### src/rtl/rom_stream_ctrl.sv
// rom_stream_ctrl: fetches a burst of consecutive ROM words (wrapping at the top) and streams them over valid/ready
// Ports: start/start_addr/length command the burst; busy is high outside IDLE; done pulses once per completed burst;
// rom_address/rom_sel/rom_data talk to a combinational ROM; out_data/out_valid/out_ready/out_last form the stream.
module rom_stream_ctrl #(
  parameter int ADDR_W = 3,
  parameter int DATA_W = 8
) (
  input  logic              clk,
  input  logic              rst,
  input  logic              start,
  input  logic [ADDR_W-1:0] start_addr,
  input  logic [ADDR_W:0]   length,
  output logic              busy,
  output logic              done,
  output logic [ADDR_W-1:0] rom_address,
  output logic              rom_sel,
  input  logic [DATA_W-1:0] rom_data,
  output logic [DATA_W-1:0] out_data,
  output logic              out_valid,
  input  logic              out_ready,
  output logic              out_last
);
  typedef enum logic [1:0] {IDLE, FETCH, HOLD, DONE} state_t;
  localparam logic [ADDR_W:0] DEPTH   = {1'b1, {ADDR_W{1'b0}}};
  localparam logic [ADDR_W:0] REM_ONE = {{ADDR_W{1'b0}}, 1'b1};
  state_t state, state_n;
  logic [ADDR_W-1:0] ptr;
  logic [ADDR_W:0] remaining;
  logic hs, final_word;
  assign hs = out_valid && out_ready;
  assign final_word = remaining == REM_ONE;
  assign busy = state != IDLE;
  assign done = state == DONE;
  assign rom_sel = state == FETCH;
  assign rom_address = ptr;
  assign out_last = out_valid && final_word;
  always_comb begin
    state_n = state;
    case (state)
      IDLE:  state_n = start ? (length == '0 ? DONE : FETCH) : IDLE;
      FETCH: state_n = HOLD;
      HOLD:  state_n = hs ? (final_word ? DONE : FETCH) : HOLD;
      DONE:  state_n = IDLE;
      default: state_n = IDLE;
    endcase
  end
  always_ff @(posedge clk or posedge rst) begin
    if (rst) begin
      state     <= IDLE;
      ptr       <= '0;
      remaining <= '0;
      out_data  <= '0;
      out_valid <= 1'b0;
    end else begin
      state <= state_n;
      if (state == IDLE && start) begin
        ptr       <= start_addr;
        remaining <= length > DEPTH ? DEPTH : length;
      end
      if (state == FETCH) begin
        out_data  <= rom_data;
        out_valid <= 1'b1;
      end
      if (state == HOLD && hs) begin
        out_valid <= 1'b0;
        if (!final_word) begin
          ptr       <= ptr + ADDR_W'(1);
          remaining <= remaining - REM_ONE;
        end
      end
    end
  end
endmodule

### config.mk
export PLATFORM = sky130hd
export DESIGN_NAME = rom_stream_ctrl
export DESIGN_NICKNAME = d
export VERILOG_FILES = /design/src/rtl/rom_stream_ctrl.sv
export SDC_FILE = /design/constraint.sdc
export NUM_CORES = 1
export LEC_CHECK = 0
export CORE_MARGIN = 10
export CORE_UTILIZATION = 45
export CTS_CLUSTER_SIZE = 14
export DETAILED_ROUTE_END_ITERATION = 8
export PLACE_DENSITY = 0.89
export SLEW_MARGIN = 10
export SYNTH_ARGS = -nofsm -noshare
export SYNTH_HDL_FRONTEND = slang
export SYNTH_SLANG_ARGS = --single-unit
### constraint.sdc
create_clock -name clk -period 5 [get_ports clk]
set_input_delay 0.5 -clock clk [delete_from_list [all_inputs] [get_ports clk]]
set_output_delay 0.5 -clock clk [all_outputs]
set_load 0.02 [all_outputs]
; ---- After elaboration in Yosys (flattened, before gate mapping)
; Index checks and enable logic that the tools add are counted.
[word_totals]
ff_bits = 18
output_inout_bits = 16
in_bits = 19
[classes]
n_reduce_logical = 8
order_cmp = 1
n_eq_ne = 4
add_sub_neg = 2
mux = 14
[ops]
columns = cell, count
row1 = two-way mux 4 bit, 4
row2 = two-way mux 3 bit, 3
row3 = two-way mux 2 bit, 4
row4 = one-hot mux 2 bit (4 select lines), 1
row5 = "equality test 2 bit, second input constant", 2
row6 = "equality test 4 x 1 -> 1 bit, second input constant", 1
row7 = "greater-than comparator 4 bit, second input constant", 1
row8 = logical AND 1 bit, 4
row9 = logical NOT 4 bit, 1
row10 = nonzero test 2 bit, 2
row11 = "subtractor 4 x 1 -> 4 bit, second input constant", 1
row12 = "adder 3 x 1 -> 3 bit, second input constant", 1
row13 = "equality test 2 x 1 -> 1 bit, second input constant", 1
row14 = logical NOT 2 bit, 1
row15 = two-way mux 1 bit, 2

; ---- Logic depth before layout (Yosys ltp)
; Gate-level depths: netlist of the first run.
[depth]
word_depth = 5
depth_mapped = 5
depth_no_buf = 5

; ---- Worst setup path before layout of the first run
; OpenSTA, ideal clock, no wires.
[synth_timing]
kind = flip-flop to output port
startpoint = register remaining[1]
endpoint = output out_last
arrival_ns = 1.221
path_buffers = 0
t_required_ns = 4.500
stages_incl_launch_ff = 5
setup_slack_ns = 3.279
path_cell_list = dfrtp_1 > inv_1 > ha_1 > nor3b_1 > and2_1
[synth_via]
elab_chain_cells = 2
[synth_rtl]
columns = element, line_no
row1 = from (decl), 28  ; logic [ADDR_W:0] remaining;
row2 = from (signal assigned), 58  ; remaining <= length > DEPTH ? DEPTH : length;
row3 = from (signal assigned), 68  ; remaining <= remaining - REM_ONE;
row4 = equality test 4 x 1 -> 1 bit, 31  ; assign final_word = remaining == REM_ONE;
row5 = logical AND 1 bit, 36  ; assign out_last = out_valid && final_word;
row6 = to (decl), 21  ; output logic out_last
; Every way passes these cells.

; ---- Final worst setup path of the first run
; Same ends and word-level chain as after synthesis.

==> results.sh, run 1 <==
export IMPL_final_cells=141
export IMPL_cts_resized=0
export IMPL_drive_above_1_share_pct=17.5
export IMPL_synth_edf_count=0
export IMPL_finalHoldViolCount=0
export IMPL_grt_first_pass_wirelength_um=3930
export IMPL_finalCritPeriodShare_pct=53.5
export IMPL_setup_viol=0
export IMPL_critical_path_class="flop to primary output"
export IMPL_mostFrequentLayoutCell="clkdlybuf4s50_1"
export IMPL_synth_area_per_cell_um2=12.0
export IMPL_synth_seq_cells=18
export IMPL_dieArea_um2=4350
export IMPL_numCtsBuffers=3
export IMPL_max_freq_ghz=0.374
export IMPL_grt_pass1_vias=780
export IMPL_cts_tree="yes"
export IMPL_routed_wl_um=2420
export IMPL_syn_inst=79
export IMPL_cts_hold_buffers=0
export IMPL_netlist_area_leader_share_pct=47.4
export IMPL_worstPathRequired_ns=4.50
export IMPL_n_antenna_cell=0
export IMPL_final_max_slew_viol_count=0
export IMPL_core_area_um2=1980
export IMPL_post_route_min_period_ns=2.67
export IMPL_total_power_mw=0.849
export IMPL_skew_ns=0.00577
export IMPL_globalRoute_totalOverflow=0
export IMPL_wl_per_cell_um=17.2
export IMPL_fin_area_um2=1340
export IMPL_drtIter0Drc=14
export IMPL_grtUsageTotal_pct=11.9
export IMPL_r2r_start="state[1]$_DFF_PP0_"
export IMPL_fin_setup_tns_ns=0
export IMPL_power_leakage_nw=0.558
export IMPL_ys_top_cells_by_area="dfrtp_1, mux2_2, mux2i_1"
export IMPL_syn_nets=101
export IMPL_cts_sinks=18
export IMPL_synth_main_ff_cell="dfrtp_1"
export IMPL_clock_root_buffer="clkbuf_4"
export IMPL_critPathMaxFanout=4
export IMPL_die_w_um=65.9
export IMPL_r2r_slack_ns=3.05
export IMPL_arrival_ns=2.17
export IMPL_critPathMaxStageDelay_ns=0.60
export IMPL_num_vias=773
export IMPL_cp_end_kind="primary output"
export IMPL_clockBufferDepth=2
export IMPL_place_ws_ns=2.59
export IMPL_ir_worst_vdd_uv=383
export IMPL_die_h_um=65.9
export IMPL_synth_top_area_cell="dfrtp_1"
export IMPL_fill_cells=146
export IMPL_p_per_area_nw_per_um2=635
export IMPL_antenna_found_initial=0
export IMPL_tightest_slew_ns=0.737
export IMPL_seqCellArea_um2=450
export IMPL_gp_congestion=0.876
export IMPL_r2r_end="rom_address[1]$_DFF_PP0_"
export IMPL_hold_path_class="flop to flop"
export IMPL_r2r_cells=3
export IMPL_crit_chain="inv_1 -> ha_1 -> nor3b_1 -> and2_1 -> clkdlybuf4s50_1"
export IMPL_min_to="out_data[0]$_DFFE_PP0P_"
export IMPL_yosysWarnings=0
export IMPL_layout_common_cells="clkdlybuf4s50_1, dfrtp_1, mux2_2, mux2i_1, inv_1"
export IMPL_hpwl_um=1980
export IMPL_cts_clk_slew_worst_paths_ns=0.11
export IMPL_drc=0
export IMPL_dpl_instance_area_um2=1300
export IMPL_initial_core_util_pct=47.9
export IMPL_ys_types=31
export IMPL_io_buffers=34
export IMPL_hold_start="out_data[0]$_DFFE_PP0P_"
export IMPL_synthArstFlopShare_pct=100
export IMPL_seq_area_frac_synth_pct=47.4
export IMPL_ios=35
export IMPL_worstSkewPairLatency_ns=0.30
export IMPL_max_cap_violations=0
export IMPL_area_growth_syn_to_layout_pct=41.0
export IMPL_crit_slowest_cell="clkdlybuf4s50_1"
export IMPL_rsz0062_at_grt="no"
export IMPL_relSlewSlack_pct=50.7
export IMPL_ant_nets=0
export IMPL_outcome="finished clean"
export IMPL_dp_cells=137
export IMPL_viasPerCell=5.48
export IMPL_fin_ws_ns=2.33
export IMPL_rows=16
export IMPL_finalNetCount=137
export IMPL_drt_first_pass_iters=4
export IMPL_startpoint_type="flop"
export IMPL_grt_max_degree=19
export IMPL_multiInputGateArea_um2=459
export IMPL_hold_path_cell_count=1
export IMPL_syn_cell_area_um2=950
export IMPL_post_cts_buffers=0
export IMPL_h_tree_depth=1
[logic make-up (layout without fill, tap and decap cells)]
group,count (synthesis),count (layout),synth area share [%]
multiplexers,16,16,18.2
adder cells (fa/ha/maj),3,3,3.95
flip-flops,18,18,47.4
AND/OR/NAND/NOR,25,25,18.3
AO/OA/AOI/OAI,9,9,7.91
buffers and inverters,8,43,4.22
[layout make-up]
type                    instances  area share [%]
clock buffers                   4            2.71
well taps                      27            2.52
inverters                       5            1.40
flip-flops and latches         18            33.6
multi-input cells              53            34.3
repair buffers                 34            25.4
[stage by stage]
| step | hold WS [ns] | util [%] |
|---|---|---|
| 3_5_place_dp | 0.480 | 65.7 |
| 2_1_floorplan | 0.439 | - |
| 3_3_place_gp | 0.473 | 65.7 |
| 5_1_grt | 0.526 | 67.6 |
| 4_1_cts | 0.504 | 67.6 |
| 6_report | 0.502 | 67.6 |
[Yosys cell counts (all sizes together) (2+ instances only)]
cell   number
buf         3
nor2        4
inv         5
a221o       3
nor2b       5
or2         2
mux2       10
and2        2
nor3        3
nor3b       2
ha          3
mux2i       6
a21oi       2
dfrtp      18
[flip-flops by register name, indices dropped and copies added, names as in the netlist]
register and flops:
out_data 8, out_valid 1, remaining 4, rom_address 3, state 2
[worst max-delay path by stage]
| stage | startpoint | end |
|---|---|---|
| global placement | start | rom_address[1]$_DFF_PP0_ |
| global route | remaining[1]$_DFF_PP0_ | out_last |
| CTS | remaining[1]$_DFF_PP0_ | out_last |
| finish | remaining[1]$_DFF_PP0_ | out_last |
| floorplan | remaining[1]$_DFF_PP0_ | out_last |
| detailed placement | start | rom_address[1]$_DFF_PP0_ |
[layer usage]
layer,part of all wire [%],global-route usage [%],routed length (µm),vias up
li1,-,-,-,362
met1,40,13.3,974,379
met2,54,20.4,1300,25
met3,3.3,2.20,80,7
met4,2.7,7.07,65,0
met5,0,0,0,-
[power breakdown]
part | internal [mW] | switching [mW]
Clock | 0.0445 | 0.0476
Sequential | 0.220 | 0.0718
Combinational | 0.250 | 0.216
Total | 0.514 | 0.336
[worst max-delay path, delay by kind of cell (launching register included)]
family,cells,cell delay (ns)
and+or+nand+nor,2,0.62
buffers and inverters,2,0.69
DFF,1,0.41
adders and majority gates,1,0.15
Power figures use the tool's default switching activity.
==> run 2: changes to the inputs <==
Settings changed: CORE_UTILIZATION 45 to 39, PLACE_DENSITY 0.89 to 0.82.
Clock period 5 ns to 2.4 ns, I/O delays scaled along.
==> results.sh, run 2 (synthesis gave the netlist of run 1 again) <==
export IMPL_n_antenna_cell=0
export IMPL_hold_path_class="input port to async pin"
export IMPL_layout_common_cells="clkdlybuf4s50_1, dfrtp_1, mux2_2, mux2i_1, inv_1"
export IMPL_grt_max_degree=19
export IMPL_routed_wl_um=2430
export IMPL_globalRoute_totalOverflow=0
export IMPL_finalNetCount=140
export IMPL_total_power_mw=1.79
export IMPL_grtUsageTotal_pct=10.2
export IMPL_drive_above_1_share_pct=19.7
export IMPL_worstPathRequired_ns=2.16
export IMPL_critPathMaxFanout=3
export IMPL_largest_reg_flops=8
export IMPL_relSlewSlack_pct=53.8
export IMPL_ant_nets=0
export IMPL_cts_tree="yes"
export IMPL_rows=17
export IMPL_clockBufferDepth=2
export IMPL_max_cap_violations=0
export IMPL_max_freq_ghz=0.460
export IMPL_power_leakage_nw=0.574
export IMPL_initial_core_util_pct=41.7
export IMPL_cts_hold_buffers=0
export IMPL_area_growth_syn_to_layout_pct=43.5
export IMPL_clock_root_buffer="clkbuf_4"
export IMPL_ir_worst_vdd_uv=772
export IMPL_crit_slowest_cell="clkdlybuf4s50_1"
export IMPL_cp_end_kind="primary output"
export IMPL_finalHoldViolCount=0
export IMPL_gp_congestion=0.780
export IMPL_cts_clk_slew_worst_paths_ns=0.11
export IMPL_core_area_um2=2280
export IMPL_dieArea_um2=4810
export IMPL_grt_pass1_vias=770
export IMPL_viasPerCell=5.17
export IMPL_post_route_min_period_ns=2.18
export IMPL_critical_path_class="flop to primary output"
export IMPL_die_h_um=69.3
export IMPL_startpoint_type="flop"
export IMPL_skew_ns=0.0124
export IMPL_io_buffers=34
export IMPL_mostFrequentLayoutCell="clkdlybuf4s50_1"
export IMPL_drc=0
export IMPL_num_vias=749
export IMPL_numCtsBuffers=3
export IMPL_drtIter0Drc=30
export IMPL_grt_first_pass_wirelength_um=4030
export IMPL_regMostFlops="out_data"
export IMPL_finalCritPeriodShare_pct=90.7
export IMPL_fill_cells=186
export IMPL_drt_first_pass_iters=4
export IMPL_outcome="finished clean"
export IMPL_post_cts_buffers=0
export IMPL_fin_setup_tns_ns=0
export IMPL_cts_sinks=18
export IMPL_ios=35
export IMPL_critPathMaxStageDelay_ns=0.60
export IMPL_setup_viol=0
export IMPL_h_tree_depth=1
export IMPL_die_w_um=69.3
export IMPL_worstSkewPairLatency_ns=0.30
export IMPL_antenna_found_initial=0
export IMPL_crit_chain="inv_1 -> ha_1 -> nor3b_1 -> and2_1 -> clkdlybuf4s50_1"
export IMPL_wl_per_cell_um=16.8
export IMPL_arrival_ns=1.94
export IMPL_rsz0062_at_grt="no"
export IMPL_final_max_slew_viol_count=0
export IMPL_hpwl_um=1990
export IMPL_p_per_area_nw_per_um2=1320
export IMPL_cts_resized=0
export IMPL_tightest_slew_ns=0.692
==> run 2: where the power goes <==
| group | total, mW | internal, mW | leakage (nW) | switching (mW) |
|---|---|---|---|---|
| combinational | 1.00 | 0.541 | 0.337 | 0.460 |
| sequential | 0.605 | 0.458 | 0.216 | 0.147 |
| clock | 0.187 | 0.0924 | 0.0210 | 0.0950 |
==> run 2: final cells by class <==
type	count	area, µm²	share of cell area (%)
Clock buffer	4	36.3	2.66
Inverter	5	18.8	1.38
Multi-Input combinational cell	53	459	33.7
Sequential cell	18	450	33.1
Tap cell	28	35.0	2.57
Timing Repair Buffer	37	363	26.6
==> run 2: final timing paths <==
path                                          from                        to  slack [ns]  depth (start not counted)
setup / recovery            remaining[1]$_DFF_PP0_                  out_last        0.22                          5
hold / removal                                 rst   out_data[2]$_DFFE_PP0P_        0.33                          2
setup reg to reg            remaining[1]$_DFF_PP0_  rom_address[2]$_DFF_PP0_        0.71                          5
hold reg to reg            out_data[0]$_DFFE_PP0P_   out_data[0]$_DFFE_PP0P_        0.50                          1
max in group asynchronous                      rst  rom_address[1]$_DFF_PP0_        1.62                          2
min in group clk           out_data[0]$_DFFE_PP0P_   out_data[0]$_DFFE_PP0P_        0.50                          1
==> run 2: critical path, delay by kind of cell (launching register included) <==
family	cells	cell delay [ns]
DFF	1	0.41
buffers and inverters	2	0.68
adders and majority gates	1	0.15
and+or+nand+nor	2	0.41
==> run 2: routing by layer <==
metal / global-route usage (%) / wire length (µm)
met1: 11.3 / 995
met2: 17.8 / 1330
met3: 3.14 / 74
met4: 3.33 / 28
met5: 0 / 0
==> run 2: metrics by stage <==
step | utilization [%] | hold slack [ns] | worst slack (ns) | std cells | cell area, µm²
after CTS | 59.9 | 0.353 | 0.207 | 145 | 1360
after floorplan | - | 0.179 | 0.786 | 79 | 950
after detailed placement | 58.3 | 0.484 | 0.550 | 141 | 1330
final | 59.9 | 0.334 | 0.224 | 145 | 1360
after global placement | 58.3 | 0.470 | 0.584 | 141 | 1330
after global routing | 59.9 | 0.401 | 0.0616 | 145 | 1360
==> run 3: changes to the inputs <==
Settings changed: CORE_ASPECT_RATIO from default to 1.2, CORE_MARGIN 10 to default, PLACE_DENSITY 0.82 to default, PLACE_DENSITY_LB_ADDON from default to 0.12.
==> results.sh, run 3 (synthesis gave the netlist of run 1 again) <==
export IMPL_outcome="finished clean"
export IMPL_worstPathRequired_ns=2.16
export IMPL_p_per_area_nw_per_um2=1290
export IMPL_critPathMaxFanout=3
export IMPL_place_ws_ns=0.396
export IMPL_hold_path_class="input port to async pin"
export IMPL_critical_path_class="flop to primary output"
export IMPL_io_buffers=34
export IMPL_cp_end_kind="primary output"
export IMPL_fin_area_um2=1370
export IMPL_numCtsBuffers=3
export IMPL_drc=0
export IMPL_grtUsageTotal_pct=17.5
export IMPL_drt_first_pass_iters=2
export IMPL_ios=35
export IMPL_startpoint_type="flop"
export IMPL_grt_pass1_vias=791
export IMPL_cts_sinks=18
export IMPL_grt_first_pass_wirelength_um=3370
export IMPL_skew_ns=0.00705
export IMPL_initial_core_util_pct=41.2
export IMPL_max_freq_ghz=0.445
export IMPL_hold_slack_ns=0.332
export IMPL_h_tree_depth=1
export IMPL_rows=19
export IMPL_n_antenna_cell=0
export IMPL_tightest_slew_ns=0.678
export IMPL_fill_cells=215
export IMPL_cts_hold_buffers=0
export IMPL_num_vias=738
export IMPL_max_cap_violations=0
export IMPL_clock_root_buffer="clkbuf_4"
export IMPL_drive_above_1_share_pct=19.7
export IMPL_finalHoldViolCount=0
export IMPL_clockBufferDepth=2
export IMPL_antenna_found_initial=0
export IMPL_arrival_ns=2.00
export IMPL_cts_resized=0
export IMPL_post_route_min_period_ns=2.24
export IMPL_cts_tree="yes"
export IMPL_routed_wl_um=1890
export IMPL_final_max_slew_viol_count=0
export IMPL_die_w_um=47.0
export IMPL_wl_per_cell_um=12.8
export IMPL_cts_clk_slew_worst_paths_ns=0.11
export IMPL_core_area_um2=2310
export IMPL_regMostFlops="out_data"
export IMPL_grt_max_degree=19
export IMPL_setup_viol=0
export IMPL_largest_reg_flops=8
export IMPL_power_leakage_nw=0.574
export IMPL_fin_setup_tns_ns=0
export IMPL_die_h_um=56.1
export IMPL_globalRoute_totalOverflow=0
export IMPL_finalCritPeriodShare_pct=93.5
export IMPL_worstSkewPairLatency_ns=0.29
export IMPL_dieArea_um2=2640
export IMPL_mostFrequentLayoutCell="clkdlybuf4s50_1"
export IMPL_rsz0062_at_grt="no"
export IMPL_ant_nets=0
export IMPL_seqCellArea_um2=450
export IMPL_drtIter0Drc=11
export IMPL_final_util_pct=59.3
export IMPL_gp_congestion=0.711
export IMPL_post_cts_buffers=0
export IMPL_ir_worst_vdd_uv=755
export IMPL_finalNetCount=140
export IMPL_multiInputGateArea_um2=459
export IMPL_dpl_instance_area_um2=1330
export IMPL_hpwl_um=1480
export IMPL_viasPerCell=4.99
export IMPL_fin_ws_ns=0.155
export IMPL_relSlewSlack_pct=54.7
export IMPL_layout_common_cells="clkdlybuf4s50_1, dfrtp_1, mux2_2, mux2i_1, inv_1"
export IMPL_area_growth_syn_to_layout_pct=43.9
## run 3: cell counts in the layout (fill, tap and decap cells not counted)
No cell type changed its count.
## run 3: path summary, 6_finish.rpt
kind                                               from                        to  slack, ns  cells after the start
min in group clk                out_data[0]$_DFFE_PP0P_   out_data[0]$_DFFE_PP0P_       0.50                      1
max in group asynchronous                           rst     out_valid$_DFFE_PP0P_       1.63                      2
worst max register to register       state[1]$_DFF_PP0_  rom_address[2]$_DFF_PP0_       0.62                      4
worst min register to register  out_data[0]$_DFFE_PP0P_   out_data[0]$_DFFE_PP0P_       0.50                      1
worst min-delay path                                rst  rom_address[2]$_DFF_PP0_       0.33                      2
worst max-delay path             remaining[1]$_DFF_PP0_                  out_last       0.16                      5
## run 3: worst max-delay path, stage by stage (launching register included)
cell and delay, ns:
dfrtp_1 0.41, inv_1 0.08, ha_1 0.16, nor3b_1 0.30, and2_1 0.17, clkdlybuf4s50_1 0.59
## run 3: through the flow
stage,instances,power (mW)
after CTS,148,1.78
final,148,1.76
after global routing,148,1.89
after global placement,144,1.56
after floorplan,79,1.18
after detailed placement,144,1.59
## run 3: final cells by class
| cell class | count | area share, % |
|---|---|---|
| clock buffers | 4 | 2.66 |
| inverters | 5 | 1.37 |
| multi-input cells | 53 | 33.6 |
| flip-flops and latches | 18 | 33.0 |
| well taps | 31 | 2.84 |
| repair buffers | 37 | 26.6 |
## run 3: layer usage
metal | GRT usage (%) | wire (µm) | up-vias
li1 | - | - | 366
met1 | 23.9 | 883 | 354
met2 | 27.6 | 934 | 16
met3 | 2.27 | 59 | 2
met4 | 6.12 | 14 | 0
met5 | 0 | 0 | -
## run 3: report_power, final
group	switching (mW)	total (mW)	leakage [nW]	internal, mW
Clock	0.0990	0.191	0.0210	0.0923
Sequential	0.138	0.596	0.216	0.458
Combinational	0.434	0.973	0.337	0.539
